$ cat config.mk
export PLATFORM = sky130hd
export DESIGN_NAME = therm2bin_bubble_pipe_flat
export DESIGN_NICKNAME = d
export VERILOG_FILES = /design/src/rtl/therm2bin_bubble_pipe_pkg.sv /design/src/rtl/therm2bin_bubble_pipe_if.sv /design/src/rtl/count_ones.sv /design/src/rtl/therm2bin_bubble_pipe_bubble_fix.sv /design/src/rtl/therm2bin_bubble_pipe.sv /design/src/flat_wrapper.sv
export SDC_FILE = /design/constraint.sdc
export NUM_CORES = 1
export LEC_CHECK = 0
export CORE_MARGIN = 5
export CORE_UTILIZATION = 56
export CTS_CLUSTER_DIAMETER = 50
export DETAILED_ROUTE_END_ITERATION = 7
export PLACE_DENSITY_LB_ADDON = 0.12
export SLEW_MARGIN = 20
export SYNTH_ARGS = -nofsm -noshare
export SYNTH_HDL_FRONTEND = slang
export SYNTH_SLANG_ARGS = --single-unit
$ cat constraint.sdc
create_clock -name clock -period 21.5 [get_ports clock]
set_input_delay 3.225 -clock clock [delete_from_list [all_inputs] [get_ports clock]]
set_output_delay 3.225 -clock clock [all_outputs]
set_load 0.01 [all_outputs]
$ cat src/rtl/therm2bin_bubble_pipe_pkg.sv
// therm2bin_bubble_pipe_pkg: latency and per-stage window geometry for the thermometer converter
package therm2bin_bubble_pipe_pkg;
    function automatic int lat(input int b, input int f);
        return b - f + 2;
    endfunction
    function automatic int stage_w(input int b, input int s);
        return (1 << (b - s)) - 1;
    endfunction
    function automatic int stage_mid(input int b, input int s);
        return (1 << (b - s - 1)) - 1;
    endfunction
endpackage

$ cat src/rtl/therm2bin_bubble_pipe_if.sv
// therm2bin_bubble_pipe_if: sample-in / code-out bundle of the thermometer converter
interface therm2bin_bubble_pipe_if #(
    parameter int B     = 8,
    parameter int CNT_W = 16
);
    logic              in_valid;
    logic [2**B-1:0]   thermo;
    logic              clear_cnt;
    logic              out_valid;
    logic [B-1:0]      bin;
    logic              overflow;
    logic              bubble_err;
    logic [CNT_W-1:0]  bubble_count;
    modport master (output in_valid, thermo, clear_cnt, input out_valid, bin, overflow, bubble_err, bubble_count);
    modport slave  (input in_valid, thermo, clear_cnt, output out_valid, bin, overflow, bubble_err, bubble_count);
endinterface

$ cat src/rtl/count_ones.sv
// count_ones: combinational population count
module count_ones #(
    parameter int W  = 15,
    parameter int OW = 4
) (
    input  logic [W-1:0]  d,
    output logic [OW-1:0] n
);
    always_comb begin
        n = '0;
        for (int i = 0; i < W; i++) n = n + OW'(d[i]);
    end
endmodule

$ cat src/rtl/therm2bin_bubble_pipe_bubble_fix.sv
// therm_bubble_fix: 3-input majority filter over a thermometer word, flagging any altered bit
module therm_bubble_fix #(
    parameter int N = 256
) (
    input  logic [N-1:0] t,
    output logic [N-1:0] c,
    output logic         err
);
    logic [N+1:0] e;
    always_comb begin
        e = {1'b0, t, 1'b1};
        c = '0;
        for (int k = 0; k < N; k++) c[k] = (e[k] & e[k+1]) | (e[k] & e[k+2]) | (e[k+1] & e[k+2]);
        err = c != t;
    end
endmodule

$ cat src/rtl/therm2bin_bubble_pipe.sv
// therm2bin_bubble_pipe: bubble-corrected thermometer-to-binary pipeline
// (majority stage, B-F binary-search stages, popcount tail, saturating bubble counter)
module therm2bin_bubble_pipe
    import therm2bin_bubble_pipe_pkg::*;
#(
    parameter int B     = 8,
    parameter int F     = 4,
    parameter int CNT_W = 16
) (
    input logic                    clock,
    input logic                    reset,
    therm2bin_bubble_pipe_if.slave bus
);
    localparam int N = 2 ** B;
    localparam int S = B - F;
    logic [N-1:0]     c_d, c_q;
    logic             cv_d, cv_q, ce_d, ce_q;
    logic [CNT_W-1:0] cnt_d, cnt_q;
    therm_bubble_fix #(.N(N)) u_fix (.t(bus.thermo), .c(c_d), .err(ce_d));
    // clear beats a coincident count event
    always_comb begin
        cv_d  = bus.in_valid;
        cnt_d = bus.clear_cnt ? '0 : (cv_q && ce_q && cnt_q != '1) ? cnt_q + CNT_W'(1) : cnt_q;
    end
    always_ff @(posedge clock or posedge reset)
        if (reset) {c_q, cv_q, ce_q, cnt_q} <= '0;
        else {c_q, cv_q, ce_q, cnt_q} <= {c_d, cv_d, ce_d, cnt_d};
    assign bus.bubble_count = cnt_q;
    genvar s;
    for (s = 0; s < S; s++) begin : g_srch
        localparam int W = stage_w(B, s);
        localparam int M = stage_mid(B, s);
        logic [W-1:0] din;
        logic [s:0]   b_d, b_q;
        logic [M-1:0] d_d, d_q;
        logic         v_d, v_q, o_d, o_q, e_d, e_q;
        if (s == 0) begin : g_in
            always_comb begin
                din = c_q[N-2:0];
                b_d = din[M];
                {v_d, o_d, e_d} = {cv_q, c_q[N-1], ce_q};
            end
        end else begin : g_in
            always_comb begin
                din = g_srch[s-1].d_q;
                b_d = {g_srch[s-1].b_q, din[M]};
                {v_d, o_d, e_d} = {g_srch[s-1].v_q, g_srch[s-1].o_q, g_srch[s-1].e_q};
            end
        end
        // keep the half of the window that still holds the 1->0 transition
        always_comb d_d = din[M] ? din[W-1:M+1] : din[M-1:0];
        always_ff @(posedge clock or posedge reset)
            if (reset) {d_q, b_q, v_q, o_q, e_q} <= '0;
            else {d_q, b_q, v_q, o_q, e_q} <= {d_d, b_d, v_d, o_d, e_d};
    end
    logic [F-1:0] pop;
    logic         out_valid_d, out_valid_q, overflow_d, overflow_q, bubble_err_d, bubble_err_q;
    logic [B-1:0] bin_d, bin_q;
    count_ones #(.W(2 ** F - 1), .OW(F)) u_pop (.d(g_srch[S-1].d_q), .n(pop));
    always_comb begin
        out_valid_d  = g_srch[S-1].v_q;
        overflow_d   = out_valid_d & g_srch[S-1].o_q;
        bubble_err_d = out_valid_d & g_srch[S-1].e_q;
        bin_d        = !out_valid_d ? '0 : overflow_d ? '1 : {g_srch[S-1].b_q, pop};
    end
    always_ff @(posedge clock or posedge reset)
        if (reset) {out_valid_q, overflow_q, bubble_err_q, bin_q} <= '0;
        else {out_valid_q, overflow_q, bubble_err_q, bin_q} <= {out_valid_d, overflow_d, bubble_err_d, bin_d};
    assign bus.out_valid  = out_valid_q;
    assign bus.overflow   = overflow_q;
    assign bus.bubble_err = bubble_err_q;
    assign bus.bin        = bin_q;
endmodule

$ cat src/flat_wrapper.sv
// flat-port wrapper written by rule: the top's interface ports become plain ports
module therm2bin_bubble_pipe_flat import therm2bin_bubble_pipe_pkg::*;
#(
    parameter int B     = 8,
    parameter int F     = 4,
    parameter int CNT_W = 16
)
  (clock, reset, bus_in_valid, bus_thermo, bus_clear_cnt, bus_out_valid, bus_bin, bus_overflow, bus_bubble_err, bus_bubble_count);
  therm2bin_bubble_pipe_if #(.B(B), .CNT_W(CNT_W)) bus_i ();
  input logic clock;
  input logic reset;
  input wire logic [$bits(bus_i.in_valid)-1:0] bus_in_valid;
  input wire logic [$bits(bus_i.thermo)-1:0] bus_thermo;
  input wire logic [$bits(bus_i.clear_cnt)-1:0] bus_clear_cnt;
  output wire logic [$bits(bus_i.out_valid)-1:0] bus_out_valid;
  output wire logic [$bits(bus_i.bin)-1:0] bus_bin;
  output wire logic [$bits(bus_i.overflow)-1:0] bus_overflow;
  output wire logic [$bits(bus_i.bubble_err)-1:0] bus_bubble_err;
  output wire logic [$bits(bus_i.bubble_count)-1:0] bus_bubble_count;
  assign bus_i.in_valid = bus_in_valid;
  assign bus_i.thermo = bus_thermo;
  assign bus_i.clear_cnt = bus_clear_cnt;
  assign bus_out_valid = bus_i.out_valid;
  assign bus_bin = bus_i.bin;
  assign bus_overflow = bus_i.overflow;
  assign bus_bubble_err = bus_i.bubble_err;
  assign bus_bubble_count = bus_i.bubble_count;
  therm2bin_bubble_pipe #(.B(B), .F(F), .CNT_W(CNT_W)) u_core (.clock(clock), .reset(reset), .bus(bus_i));
endmodule
# --- Word level (Yosys, flattened, before mapping) ---
# Cells that the tools add are included.
word_totals:
  regBits: 543
  in_bits: 260
  out_inout_bits: 27
  elab_cells: 1077
op_classes:
  add_sub_neg: 15
  eq_ne: 2
  n_mux: 8
  n_bitwise: 1021
  n_reduce_logical: 3
op_table:
  columns: ["op", "n"]
  rows:
  - ["$and A1 B1 Y1", 511]
  - ["$or A1 B1 Y1", 510]
  - ["$ne A256 B256 Y1", 1]
  - ["$mux W127", 1]
  - ["$mux W63", 1]
  - ["$add A4 B1 Y4", 11]
  - ["$mux W16", 2]
  - ["$mux W31", 1]
  - ["$add A16 B1 Y16 const B", 1]
  - ["$mux W8", 2]
  - ["$ne A16 B16 Y1 const B", 1]
  - ["$mux W15", 1]
  - ["$add A3 B1 Y4", 1]
  - ["$add A2 B1 Y3", 1]
  - ["$add A1 B1 Y2", 1]
  - ["$logic_and A1 B1 Y1", 2]
  - ["$reduce_bool A2 Y1", 1]

# --- Logic depth before layout (Yosys ltp) ---
logic_depth:
  word_depth: 16
  depth_mapped: 11
  depth_no_buf: 11

# --- By module ---
# Synthesis repeated with hierarchy kept, for this count alone.
unflattened:
  hier_cells: 1814
  hier_area_um2: 23730.3
modules_own_cells:
  columns: ["mod", "n_inst", "cells_per_inst", "area_each_um2", "seq_area_each_um2"]
  rows:
  - ["therm2bin_bubble_pipe", 1, 899, 16986.3, 13588.0]
  - ["therm_bubble_fix", 1, 879, 6418.7, 0.0]
  - ["count_ones", 1, 36, 325.3, 0.0]

# --- Worst setup path after synthesis ---
# No wires, ideal clock.
synth_timing:
  kind: "input -> register"
  startpoint: "input bus_thermo[250]"
  endpoint: "register u_core.ce_q"
  setup_time_ns: 0.140
  arrival_time_ns: 4.571
  required_time_ns: 21.360
  path_slack_ns: 16.789
  path_stages: 6
  path_buffers: 1
  cell_sequence: "clkbuf_2 > a211oi_1 > a311o_1 > or4_1 > nor4_2 > nand4_1"
synth_between:
  elab_chain_len: 4
  elab_cells_between_ends: 11
  cone_classes: "eq/ne: 1; bitwise: 10"
synth_lines:
  columns: ["element", "line_no", "text"]
  rows:
  - ["start: declaration", "flat_wrapper.sv:13", "input wire logic [$bits(bus_i.thermo)-1:0] bus_thermo;"]
  - ["$and A1 B1 Y1", "therm2bin_bubble_pipe_bubble_fix.sv:13", "for (int k = 0; k < N; k++) c[k] = (e[k] & e[k+1]) | (e[k] & e[k+2]) | (e[k+1] & e[k+2]);"]
  - ["$or A1 B1 Y1 (2 in series)", "therm2bin_bubble_pipe_bubble_fix.sv:13", null]
  - ["$ne A256 B256 Y1 *", "therm2bin_bubble_pipe_bubble_fix.sv:14", "err = c != t;"]
  - ["named net u_core.ce_d", "therm2bin_bubble_pipe.sv:17", "logic cv_d, cv_q, ce_d, ce_q;"]
  - ["end signal: assignment", "therm2bin_bubble_pipe.sv:27", "else {c_q, cv_q, ce_q, cnt_q} <= {c_d, cv_d, ce_d, cnt_d};"]
  - ["end: declaration", "therm2bin_bubble_pipe.sv:17", null]
# Mark *: on every way through the listed nets, which the timed path passes. The rest lies on a longest branch.
# A chain may end at the register's enable or synchronous reset.

# --- Worst setup path after layout ---
layout_timing:
  startpoint: "input bus_thermo[202]"
  endpoint: "register u_core.ce_q"
# The elaborated chain is that of the path after synthesis.

==> impl_metrics.prom <==
# TYPE chip_impl_metric gauge
chip_impl_metric{name="report.final.slew_viol_count",unit=""} 0
chip_impl_metric{name="tritoncts.num_buffers",unit=""} 54
chip_impl_metric{name="worst_clock_skew",unit="ns"} 0.0254
chip_impl_metric{name="drt_wl_total",unit="um"} 84600
chip_impl_metric{name="num-nets-final",unit=""} 2362
chip_impl_info{name="synth_top_cells_by_count",value="sky130_fd_sc_hd__dfrtp_1 (543), sky130_fd_sc_hd__mux2_2 (236), sky130_fd_sc_hd__maj3_1 (235), sky130_fd_sc_hd__inv_1 (119), sky130_fd_sc_hd__nor2b_1 (119)"} 1
chip_impl_metric{name="powerDensity",unit="mW/mm2"} 96.1
chip_impl_metric{name="power_switching_share",unit="%"} 28.5
chip_impl_info{name="run_status",value="finished clean"} 1
chip_impl_info{name="cp_cell_sequence",value="clkdlybuf4s50_1 > nor2b_1 > o32ai_1 > a311oi_1 > nand4_1 > nor4_1 > nand4_1"} 1
chip_impl_metric{name="drv_cap",unit=""} 0
chip_impl_metric{name="cts_resized",unit=""} 0
chip_impl_info{name="rsz_0062_raised_after_global_routing",value="false"} 1
chip_impl_metric{name="globalRouteOverflowTotal",unit=""} 0
chip_impl_metric{name="final_util",unit="%"} 69.1
chip_impl_metric{name="floorplan.initialDensity",unit="%"} 56.3
chip_impl_metric{name="dp.cells",unit=""} 2571
chip_impl_metric{name="critical_path.max_stage_delay",unit="ns"} 0.59
chip_impl_metric{name="core-area",unit="mm2"} 0.0418
chip_impl_metric{name="antenna_left",unit=""} 0
chip_impl_info{name="cpMaxStageDelayCell",value="sky130_fd_sc_hd__clkdlybuf4s50_1"} 1
chip_impl_metric{name="finalSetupViolations",unit=""} 0
chip_impl_metric{name="fmax",unit="MHz"} 182
chip_impl_metric{name="timing_hold_violations_final",unit=""} 0
chip_impl_metric{name="worst-endpoint-required",unit="ns"} 21.93
chip_impl_metric{name="critical_path_peak_fanout",unit=""} 6
chip_impl_metric{name="ys_async_sr_fraction",unit="%"} 100
chip_impl_metric{name="avgRoutedWirePerCell",unit="um"} 31.7
chip_impl_info{name="clock_tree_from_tritoncts",value="yes"} 1
chip_impl_info{name="yosys-top-cells-area",value="sky130_fd_sc_hd__dfrtp_1 (58%), sky130_fd_sc_hd__mux2_2 (11%), sky130_fd_sc_hd__maj3_1 (10%)"} 1
chip_impl_info{name="synth_top_cell_by_area",value="sky130_fd_sc_hd__dfrtp_1"} 1
chip_impl_metric{name="ys.warnings.count",unit=""} 0
chip_impl_metric{name="synth.net_count",unit=""} 2056
chip_impl_metric{name="area_growth_syn_to_layout",unit="%"} 22.8
chip_impl_metric{name="postSynthAreaPerCell",unit="um2"} 13.2
chip_impl_metric{name="grt_pass1_wl",unit="um"} 123000
chip_impl_metric{name="internal_power",unit="mW"} 1.98
chip_impl_metric{name="yosys.area.top_type_share",unit="%"} 57.8
chip_impl_metric{name="slew-limit-headroom",unit="%"} 28.9
chip_impl_info{name="worst_setup_path_start_kind",value="primary input"} 1
chip_impl_metric{name="vdd.ir_drop.worst",unit="V"} 0.000157
chip_impl_metric{name="synthesis.area",unit="mm2"} 0.0235
chip_impl_info{name="top_usage_layer",value="met2"} 1
chip_impl_metric{name="floorplan.die.width",unit="um"} 215
chip_impl_info{name="cpMostUsedCell",value="sky130_fd_sc_hd__nand4_1"} 1
chip_impl_metric{name="detailedRoute.firstPassIterationCount",unit=""} 7
chip_impl_metric{name="worst_pin_slew",unit="ns"} 1.07
chip_impl_metric{name="final_period_minus_worst_setup_slack",unit="ns"} 5.50
chip_impl_metric{name="nFillCells",unit=""} 2856
chip_impl_metric{name="multi_input_area",unit="mm2"} 0.00926
chip_impl_info{name="cts.root.buffer_cell",value="sky130_fd_sc_hd__clkbuf_16"} 1
chip_impl_info{name="critical_path_class",value="in2reg"} 1
chip_impl_metric{name="first_global_vias",unit=""} 17700
chip_impl_metric{name="grt.met3_usage",unit="%"} 6.73
chip_impl_metric{name="grt_start_max_net_pins",unit=""} 177
chip_impl_metric{name="cts-htree-levels",unit=""} 2
chip_impl_metric{name="power.share.sequential",unit="%"} 43.3
chip_impl_metric{name="layout.cell_area.non_filler",unit="mm2"} 0.0289
chip_impl_metric{name="netlist-cell-type-count",unit=""} 62
chip_impl_metric{name="synth.ff_latch_count",unit=""} 543
chip_impl_info{name="synth_ff_type",value="sky130_fd_sc_hd__dfrtp_1"} 1
chip_impl_metric{name="place.gp.congestion",unit=""} 1.07
chip_impl_metric{name="post-cts-setup-buffers",unit=""} 0
chip_impl_metric{name="die_area",unit="mm2"} 0.0462
chip_impl_metric{name="arrival",unit="ns"} 5.93
chip_impl_metric{name="synth_cells",unit=""} 1783
chip_impl_metric{name="comb_power_share",unit="%"} 21.5
chip_impl_metric{name="placement_rows",unit=""} 75
chip_impl_metric{name="drive_gt1_share",unit="%"} 16.9
chip_impl_metric{name="seq_area",unit="mm2"} 0.0136
chip_impl_metric{name="power.clock.fraction",unit="%"} 35.2
chip_impl_metric{name="grt_util_met2",unit="%"} 58.8
chip_impl_metric{name="placedInstanceArea",unit="mm2"} 0.0269
chip_impl_metric{name="clock_sinks",unit=""} 543
chip_impl_metric{name="seq_area_frac_synth",unit="%"} 57.8
chip_impl_metric{name="antenna_found_initial",unit=""} 8
chip_impl_metric{name="power_switching",unit="uW"} 791
chip_impl_metric{name="ios",unit=""} 287
chip_impl_metric{name="floorplan.die.height",unit="um"} 215
chip_impl_metric{name="cts_hold_buffers",unit=""} 0
chip_impl_metric{name="synth_enable_flop_cells",unit=""} 0
chip_impl_metric{name="min_period_over_period",unit="%"} 25.6
chip_impl_metric{name="setup-tns-final",unit="ns"} 0
chip_impl_metric{name="groute.layer.met1.usage",unit="%"} 49.9
chip_impl_metric{name="clkLatencyLatePin",unit="ns"} 0.61
chip_impl_metric{name="route.detailed.drc",unit=""} 0
chip_impl_metric{name="leak_pwr",unit="nW"} 11.9
chip_impl_metric{name="power.total",unit="mW"} 2.77
chip_impl_metric{name="detail_route.iter0.violations",unit=""} 1784
chip_impl_metric{name="clkTransAtPathRegs",unit="ns"} 0.06
chip_impl_info{name="worst_hold_path_type",value="reg2reg"} 1
chip_impl_metric{name="detail_route.vias_per_cell",unit=""} 6.23
chip_impl_metric{name="port_buffers",unit=""} 286
chip_impl_metric{name="dp.final_hpwl",unit="um"} 63000
chip_impl_metric{name="via_count",unit=""} 16600
chip_impl_metric{name="cts_buffer_depth",unit=""} 3
chip_impl_info{name="synth.most_common_cell",value="sky130_fd_sc_hd__dfrtp_1"} 1
chip_impl_metric{name="final_cell_count_no_fill",unit=""} 2673
chip_impl_info{name="critPathCaptureType",value="flip-flop"} 1
chip_impl_metric{name="track_usage",unit="%"} 36.6
critical path, delay by kind of cell:
| family | cells | cell delay [ns] |
|---|---|---|
| AND/OR/NAND/NOR | 4 | 1.39 |
| AO/OA/AOI/OAI | 2 | 0.71 |
| buffers and inverters | 1 | 0.59 |
power by group through the flow:
stage | registers, mW | logic [mW] | clock network (mW)
floorplan | 1.19 | 0.345 | 0
global placement | 1.21 | 0.567 | 0
detailed placement | 1.21 | 0.580 | 0
CTS | 1.20 | 0.596 | 0.990
global route | 1.21 | 0.658 | 1.04
finish | 1.20 | 0.596 | 0.978
area by class of cell:
| type | instances | share of cell area [%] |
|---|---|---|
| antenna | 1 | 0.00867 |
| clock buffer | 76 | 5.42 |
| clock inverter | 24 | 1.10 |
| inverter | 129 | 1.70 |
| multi-input combinational | 1066 | 32.1 |
| sequential | 543 | 47.1 |
| tap | 539 | 2.34 |
| timing repair buffer | 295 | 10.3 |
path summary, 6_finish.rpt:
check,startpoint,endpoint,slack [ns],cells after the start
max in group asynchronous,reset,u_core.c_q[128]$_DFF_PP0_,16.19,5
worst min register to register,u_core.g_srch[1].b_q[0]$_DFF_PP0_,u_core.g_srch[2].b_q[1]$_DFF_PP0_,0.35,0
worst min-delay path,u_core.g_srch[1].b_q[0]$_DFF_PP0_,u_core.g_srch[2].b_q[1]$_DFF_PP0_,0.35,0
worst max-delay path,bus_thermo[202],u_core.ce_q$_DFF_PP0_,16.00,7
worst max register to register,u_core.g_srch[3].d_q[5]$_DFF_PP0_,u_core.bus.bin[1]$_DFF_PP0_,17.55,10
min in group asynchronous,reset,u_core.g_srch[2].d_q[24]$_DFF_PP0_,3.21,2
cells by family (layout without fill, tap and decap cells):
logic type	after synthesis	in the layout	synth area share, %
flops	543	543	57.8
simple gates	326	326	8.58
fa+ha+maj	248	248	11.0
compound gates	238	238	7.78
mux	238	238	11.4
buf+inv	174	524	2.84
xor+xnor	16	16	0.596
other cells	0	1	0
registers in the layout (all words and copies together) (netlist names):
| signal | flops |
|---|---|
| u_core.g_srch.v_q | 4 |
| u_core.bus.overflow | 1 |
| u_core.ce_q | 1 |
| u_core.g_srch.o_q | 4 |
| u_core.g_srch.b_q | 10 |
| u_core.c_q | 256 |
| u_core.bus.out_valid | 1 |
| u_core.g_srch.e_q | 4 |
| u_core.g_srch.d_q | 236 |
| u_core.bus.bubble_err | 1 |
| u_core.bus.bin | 8 |
| u_core.bus.bubble_count | 16 |
| u_core.cv_q | 1 |
metrics by stage:
step,hold slack [ns],worst slack [ns]
after floorplan,0.331,3.10
after global placement,0.333,15.15
after detailed placement,0.336,15.04
after CTS,0.355,15.70
after global routing,0.359,15.78
final,0.352,16.00
routing by layer:
layer  vias to the layer above  wire [um]
li1                       7007          -
met1                      8594      34200
met2                       852      39700
met3                       190       6690
met4                         4       4010
met5                         -         27
placed cells by master, fill, tap and decap left out, types with 6 or more instances in the layout:
master,Yosys,layout
sky130_fd_sc_hd__dfrtp_1,543,541
sky130_fd_sc_hd__clkdlybuf4s50_1,0,286
sky130_fd_sc_hd__mux2_2,236,236
sky130_fd_sc_hd__maj3_1,235,235
sky130_fd_sc_hd__nor2b_1,119,119
sky130_fd_sc_hd__inv_1,119,118
sky130_fd_sc_hd__nand2b_1,87,87
sky130_fd_sc_hd__clkbuf_16,0,55
sky130_fd_sc_hd__o32ai_1,49,49
sky130_fd_sc_hd__a21oi_1,44,44
sky130_fd_sc_hd__o211ai_1,34,34
sky130_fd_sc_hd__a211oi_1,34,34
sky130_fd_sc_hd__nor2_1,22,22
sky130_fd_sc_hd__nor4_1,22,22
sky130_fd_sc_hd__nand4_1,18,18
sky130_fd_sc_hd__o211a_1,16,16
sky130_fd_sc_hd__xor2_1,13,13
sky130_fd_sc_hd__nand2_1,11,11
sky130_fd_sc_hd__clkbuf_8,0,11
sky130_fd_sc_hd__inv_2,10,10
sky130_fd_sc_hd__fa_1,10,10
sky130_fd_sc_hd__clkbuf_1,35,10
sky130_fd_sc_hd__and4_1,9,9
sky130_fd_sc_hd__o21ai_0,8,8
sky130_fd_sc_hd__a211o_1,8,8
sky130_fd_sc_hd__o22ai_1,8,8
sky130_fd_sc_hd__clkinv_2,0,8
sky130_fd_sc_hd__nand3b_1,7,7
sky130_fd_sc_hd__and3_1,6,6
sky130_fd_sc_hd__a32o_1,6,6
sky130_fd_sc_hd__buf_4,0,6
Note: power is estimated with default switching activity, not from simulation.
